`src/rtl/reg_pipeline_delay.sv`:
```
// WIDTH-bit, DEPTH-stage register delay line with per-stage valid bits,
// clock-enable stall, synchronous flush, runtime-selectable tap and a
// saturating fill counter. Outputs are muxed from registered state only.
module reg_pipeline_delay #(
    parameter int               WIDTH       = 16,
    parameter int               DEPTH       = 8,
    parameter logic [WIDTH-1:0] RESET_VALUE = '0,
    localparam int              SW          = $clog2(DEPTH + 1)
) (
    input  logic             clk,
    input  logic             reset,
    input  logic             en,
    input  logic             flush,
    input  logic [WIDTH-1:0] in_data,
    input  logic             in_valid,
    input  logic [SW-1:0]    delay_sel,
    output logic [WIDTH-1:0] out_data,
    output logic             out_valid,
    output logic [SW-1:0]    fill_count,
    output logic             primed
);

    logic [WIDTH-1:0] stage [DEPTH];
    logic [DEPTH-1:0] v;
    logic [SW-1:0]    eff_delay;
    logic [SW-1:0]    tap;

    // Clamp the requested delay into 1..DEPTH; zero means the shortest delay.
    always_comb begin
        eff_delay = delay_sel;
        if (delay_sel == '0) begin
            eff_delay = SW'(1);
        end else if (delay_sel > SW'(DEPTH)) begin
            eff_delay = SW'(DEPTH);
        end
        tap = eff_delay - SW'(1);
    end

    // Shift data and valid bits one stage per enabled edge; reset/flush clear everything.
    always_ff @(posedge clk) begin
        if (reset || flush) begin
            for (int k = 0; k < DEPTH; k++) begin
                stage[k] <= RESET_VALUE;
            end
            v <= '0;
        end else if (en) begin
            stage[0] <= in_data;
            v[0]     <= in_valid;
            for (int k = 1; k < DEPTH; k++) begin
                stage[k] <= stage[k-1];
                v[k]     <= v[k-1];
            end
        end
    end

    // Count enabled edges since the last clear, holding once the line is full.
    always_ff @(posedge clk) begin
        if (reset || flush) begin
            fill_count <= '0;
        end else if (en && (fill_count < SW'(DEPTH))) begin
            fill_count <= fill_count + SW'(1);
        end
    end

    // Select the output tap; compare against each index to keep the mux width-exact.
    always_comb begin
        out_data  = stage[0];
        out_valid = v[0];
        for (int k = 0; k < DEPTH; k++) begin
            if (tap == SW'(k)) begin
                out_data  = stage[k];
                out_valid = v[k];
            end
        end
        primed = (fill_count >= eff_delay);
    end

endmodule

```
`config.mk`:
```
export PLATFORM = sky130hd
export DESIGN_NAME = reg_pipeline_delay
export DESIGN_NICKNAME = d
export VERILOG_FILES = /design/src/rtl/reg_pipeline_delay.sv
export SDC_FILE = /design/constraint.sdc
export NUM_CORES = 1
export LEC_CHECK = 0
export BUFFER_PORTS_ARGS = -buffer_cell sky130_fd_sc_hd__buf_2
export CAP_MARGIN = 5
export CORE_UTILIZATION = 41
export DETAILED_ROUTE_END_ITERATION = 10
export SLEW_MARGIN = 10
export SYNTH_ARGS = -nofsm -noshare
export SYNTH_HDL_FRONTEND = slang
export SYNTH_SLANG_ARGS = --single-unit
export TNS_END_PERCENT = 50
```
`constraint.sdc`:
```
create_clock -name clk -period 4.6 [get_ports clk]
set_input_delay 0.46 -clock clk [delete_from_list [all_inputs] [get_ports clk]]
set_output_delay 0.46 -clock clk [all_outputs]
set_load 0.05 [all_outputs]
```
# Yosys cells after proc, flatten, opt, wreduce, memory -nomap -nowiden
# Memories as Yosys holds them, arrays and structs flattened.
# Index checks and enable logic that the tools add are counted.
# totals
regBits	12
mem_bits_rw	128
input_bits	25
output_inout_bits	22
wordCells	55
n_memories	1
# classes
n_addsub	2
order_cmp	3
eq_ne	7
n_mux	29
n_bitwise	8
reduce_logical	3
# mem_list
memory	depth	word_bits	read_ports	rd_clocked_by_memory_dff	write_ports	line	text
stage	8	16	8	0	8	23	logic [WIDTH-1:0] stage [DEPTH];
# ops
op	n
$mux W16	15
$eq A4 B3 Y1 const B	4
$mux W1	12
$eq A4 B2 Y1 const B	2
$mux W4	2
$or A1 B1 Y1	8
$add A4 B1 Y4 const B	1
$eq A4 B1 Y1 const B	1
$ge A4 B4 Y1	1
$gt A4 B4 Y1 const B	1
$logic_not A4 Y1	1
$lt A4 B4 Y1 const B	1
$sub A4 B1 Y4 const B	1
$logic_and A1 B1 Y1	1
$logic_or A1 B1 Y1	1

# Logic depth before layout (Yosys ltp)
# logic_depth
word_depth	12
mapped_depth	10
depth_no_buf	8

# Worst setup path after synthesis
# Ideal clock, no wire load.
# synth_timing
path_type	input to register
startpoint	input port en
endpoint	memory stage[0][0], enable pin
setup_ns	0.495
t_arrival_ns	3.620
t_required_ns	4.105
slack_ns	0.485
path_stages	3
path_buffers	2
cell_sequence	buf_2 -> buf_2 -> or3_1
# synth_lines
element	line	text
from (decl)	12	input logic en,
to (decl)	23	

# Final worst setup path
# layout_timing
startpoint	input port delay_sel[0]
endpoint	output port out_data[10]
# layout_via
elab_chain_cells	12
elab_cells_between_ends	19
classes_between	add/sub (1); order compare (1); eq/ne (7); mux (9); reduce/logical (1)
# layout_rtl
element	line	text
from (decl)	16	input logic [SW-1:0] delay_sel,
$gt A4 B4 Y1	33	end else if (delay_sel > SW'(DEPTH)) begin
$mux W4	33	
$mux W4 (*)	31	if (delay_sel == '0) begin
$sub A4 B1 Y4 (*)	36	tap = eff_delay - SW'(1);
$eq A4 B1 Y1	70	if (tap == SW'(k)) begin
$mux W16 (6 in series)	70	
$mux W16 (*)	70	
to (decl)	17	output logic [WIDTH-1:0] out_data,
# Mark *: on every way between the ends. The rest lies on a longest branch, timed or not.

==> metrics <==
setup slack after layout about 1.8 ns; Adder-Cell Fraction of Synth Area 0.00931; Post-Layout Cell Count 756; # setup viols final 0; Max stage delay on crit path about 0.48 ns; max-slew violations 0; Iter 0 DRT Violations 382; number of flops mapped to enable cells by yosys 128; Routability Congestion about 0.72; fraction of layout cells with a size suffix above 1 0.259; hold slack ~0.29 ns; kind of critical path input port to primary output; CP max-delay cell buf_4; pin count of the biggest net entering global routing between 100 and 150; row cnt 46; share of the synthesized area in the top cell type 0.572; Tightest Pin Transition roughly 0.89 ns; Synth Area in XOR/XNOR 0.00261; height of the chip approximately 130 um; GRT overflow 0; clk_skew 0.00435 ns; n_diodes 0; total leakage power roughly 3.5 nW; Top cell by count, worst path buf_2; reg2reg setup slack roughly 3.6 ns; clock share of power 0.457; Longest Clk Path Bufs 2; warning count from the yosys run 0; Arr. time, crit path ~2.4 ns; combinational family with the most area after synthesis simple AND/OR/NAND/NOR gates; Die X roughly 130 um; Post-Syn Area about 0.0067 mm^2; reg-to-reg endpoint fill_count[2]$_SDFFE_PP0P_; CTS clk-pin slew, worst paths ~0.05 ns; Int Pwr around 2.5 mW; worst path required time 4.14 ns; DP HPWL between 8 and 9 mm; most numerous cell in the Yosys netlist edfxtp_1; CTS Buf Count 17; Pre-antenna DRT Iters 4; largest area contributor in the netlist edfxtp_1; Final nets between 500 and 600; startpoint types input port; Die ar. around 0.017 mm^2; Mapped Avg Cell Area roughly 14 um^2; DRC viols 0; fmax about 0.36 GHz; PD cells about 420 mW/mm^2; P_sw 0.718 mW; hold worst-path end v[0]$_SDFFE_PP0P_; sequential power share 0.459; CTS Sinks 140; Inst Count DP roughly 720; maxcap violations 0; part of the power in combinational logic 0.085; Seq/Total Area, Yosys 0.608; crit end category primary output; Port Buffers 46; final hold viol count 0; Worst slew margin 0.405; core area around 0.016 mm^2; Hold Crit Class input port to register; CTS tree done; Sw Share 0.224; dominant synthesized flop cell edfxtp_1; hold_sp in_valid; Seq cells post-synth 140; status completed; Commonest cells post-synth 128 x edfxtp_1, 96 x and3_1, 33 x nor2_1, 32 x and2_1, 31 x mux2_4; DRT antenna net count 0; hold-critical path depth 3; cell family with most CP delay buffers and inverters; routed len/inst around 18 um; Worst Reg-to-Reg Cells 4; Area Overhead vs Synth 14.9%; RSZ-0062 raised after global routing no; min Tclk post-route about 2.8 ns; Starting Density 0.421; Via density between 5 and 6; Synth Net Count approximately 530; antenna violations before repair 0; Compound-Gate Fraction of Synth Area 0.0743; mux share of post-synthesis cell area 0.113; drt total wl roughly 14 mm; final setup TNS 0 ns; CP bufs+invs 3; CTS Root Cell clkbuf_16; FF-to-FF Start fill_count[3]$_SDFFE_PP0P_; postcts setup bufs 0; Post-CTS Hold Buffers 0; global-route wire length before repair 21.6 mm; Syn Inst Count approximately 500; post-synth cell types 29; worst skew pair latency between 0.4 and 0.5 ns; H-tree levels 4; Synth area leaders edfxtp_1 57%, and3_1 8.9%, mux2_4 6.9%; Post-Synth Simple-Gate Area 0.155; CTS resizes 0; CP max FO 24; fin crit share 0.612; dpl ws approximately 1.8 ns; vias in the first global route about 4000; Global Route Usage Sum 0.174; vias ~3900; asr flop ratio synth 0; Peak VDD IR approximately 0.27 mV; IO Pins 47; critical path, cell by cell buf_2 > buf_4 > mux2i_1 > nor2_1 > a211oi_1 > o21ai_1 > buf_2
## tightest hold or removal path: cells and delay by family
kind                   cells  cell delay (ns)
muxes                      1             0.06
buffers and inverters      1             0.08
and+or+nand+nor            1             0.07
## final cells by class
class                      count  area [um^2]
inverter                       2         10.0
multi-input combinational    309         2390
clock inverter                13          198
fill                        1406         8220
sequential                   140         4080
clock buffer                  19          433
timing repair buffer          57          333
tap                          216          270
## per-layer routing
layer	vias up	routed length (um)	GRT usage
li1	1926	-	-
met1	1926	6850	0.253
met2	72	6030	0.253
met3	17	521	0.0336
met4	0	209	0.0718
met5	-	0	0
## kinds of logic (layout without fill, tap and decap cells)
logic type               after synthesis  count (layout)
multiplexers                          60              60
AND/OR/NAND/NOR                      187             187
buffers and inverters                 47              91
adder cells (fa/ha/maj)                5               5
AO/OA/AOI/OAI                         55              55
XOR/XNOR                               2               2
flip-flops                           140             140
## state kept, by name, summed over array words and instances (netlist names)
signal / cells
fill_count: 4
stage: 128
v: 8
## stage by stage
stage	power, mW	cell area, um^2	utilization
finish	3.21	7720	0.484
global placement	1.76	7060	0.443
CTS	3.23	7690	0.482
global route	3.30	7720	0.484
floorplan	1.70	6720	-
detailed placement	1.77	7060	0.443
## placed cells by master, fill, tap and decap left out, types with 19 or more instances in the layout
master and n:
edfxtp_1 128, and3_1 96, buf_2 46, nor2_1 32, and2_1 32, mux2_4 31
mux2i_1 26, nand2_1 19
## power groups by stage
stage | clock network [mW] | logic [mW] | registers (mW)
2_1_floorplan | 0 | 0.207 | 1.49
5_1_grt | 1.54 | 0.292 | 1.48
4_1_cts | 1.49 | 0.272 | 1.47
6_report | 1.46 | 0.272 | 1.47
3_3_place_gp | 0 | 0.269 | 1.49
3_5_place_dp | 0 | 0.271 | 1.50
## worst max path at each step
stage	slack, ns	from	cells after the start	to
6_report	1.78	delay_sel[0]	7	out_data[10]
5_1_grt	1.71	delay_sel[0]	7	out_data[10]
4_1_cts	1.84	delay_sel[0]	7	out_data[10]
3_5_place_dp	1.83	delay_sel[0]	7	out_data[10]
3_3_place_gp	1.81	delay_sel[0]	7	out_data[10]
2_1_floorplan	0.49	en	3	stage[0][0]$_SDFFCE_PN0P_
No activity file was read; power rests on OpenSTA's default activity.
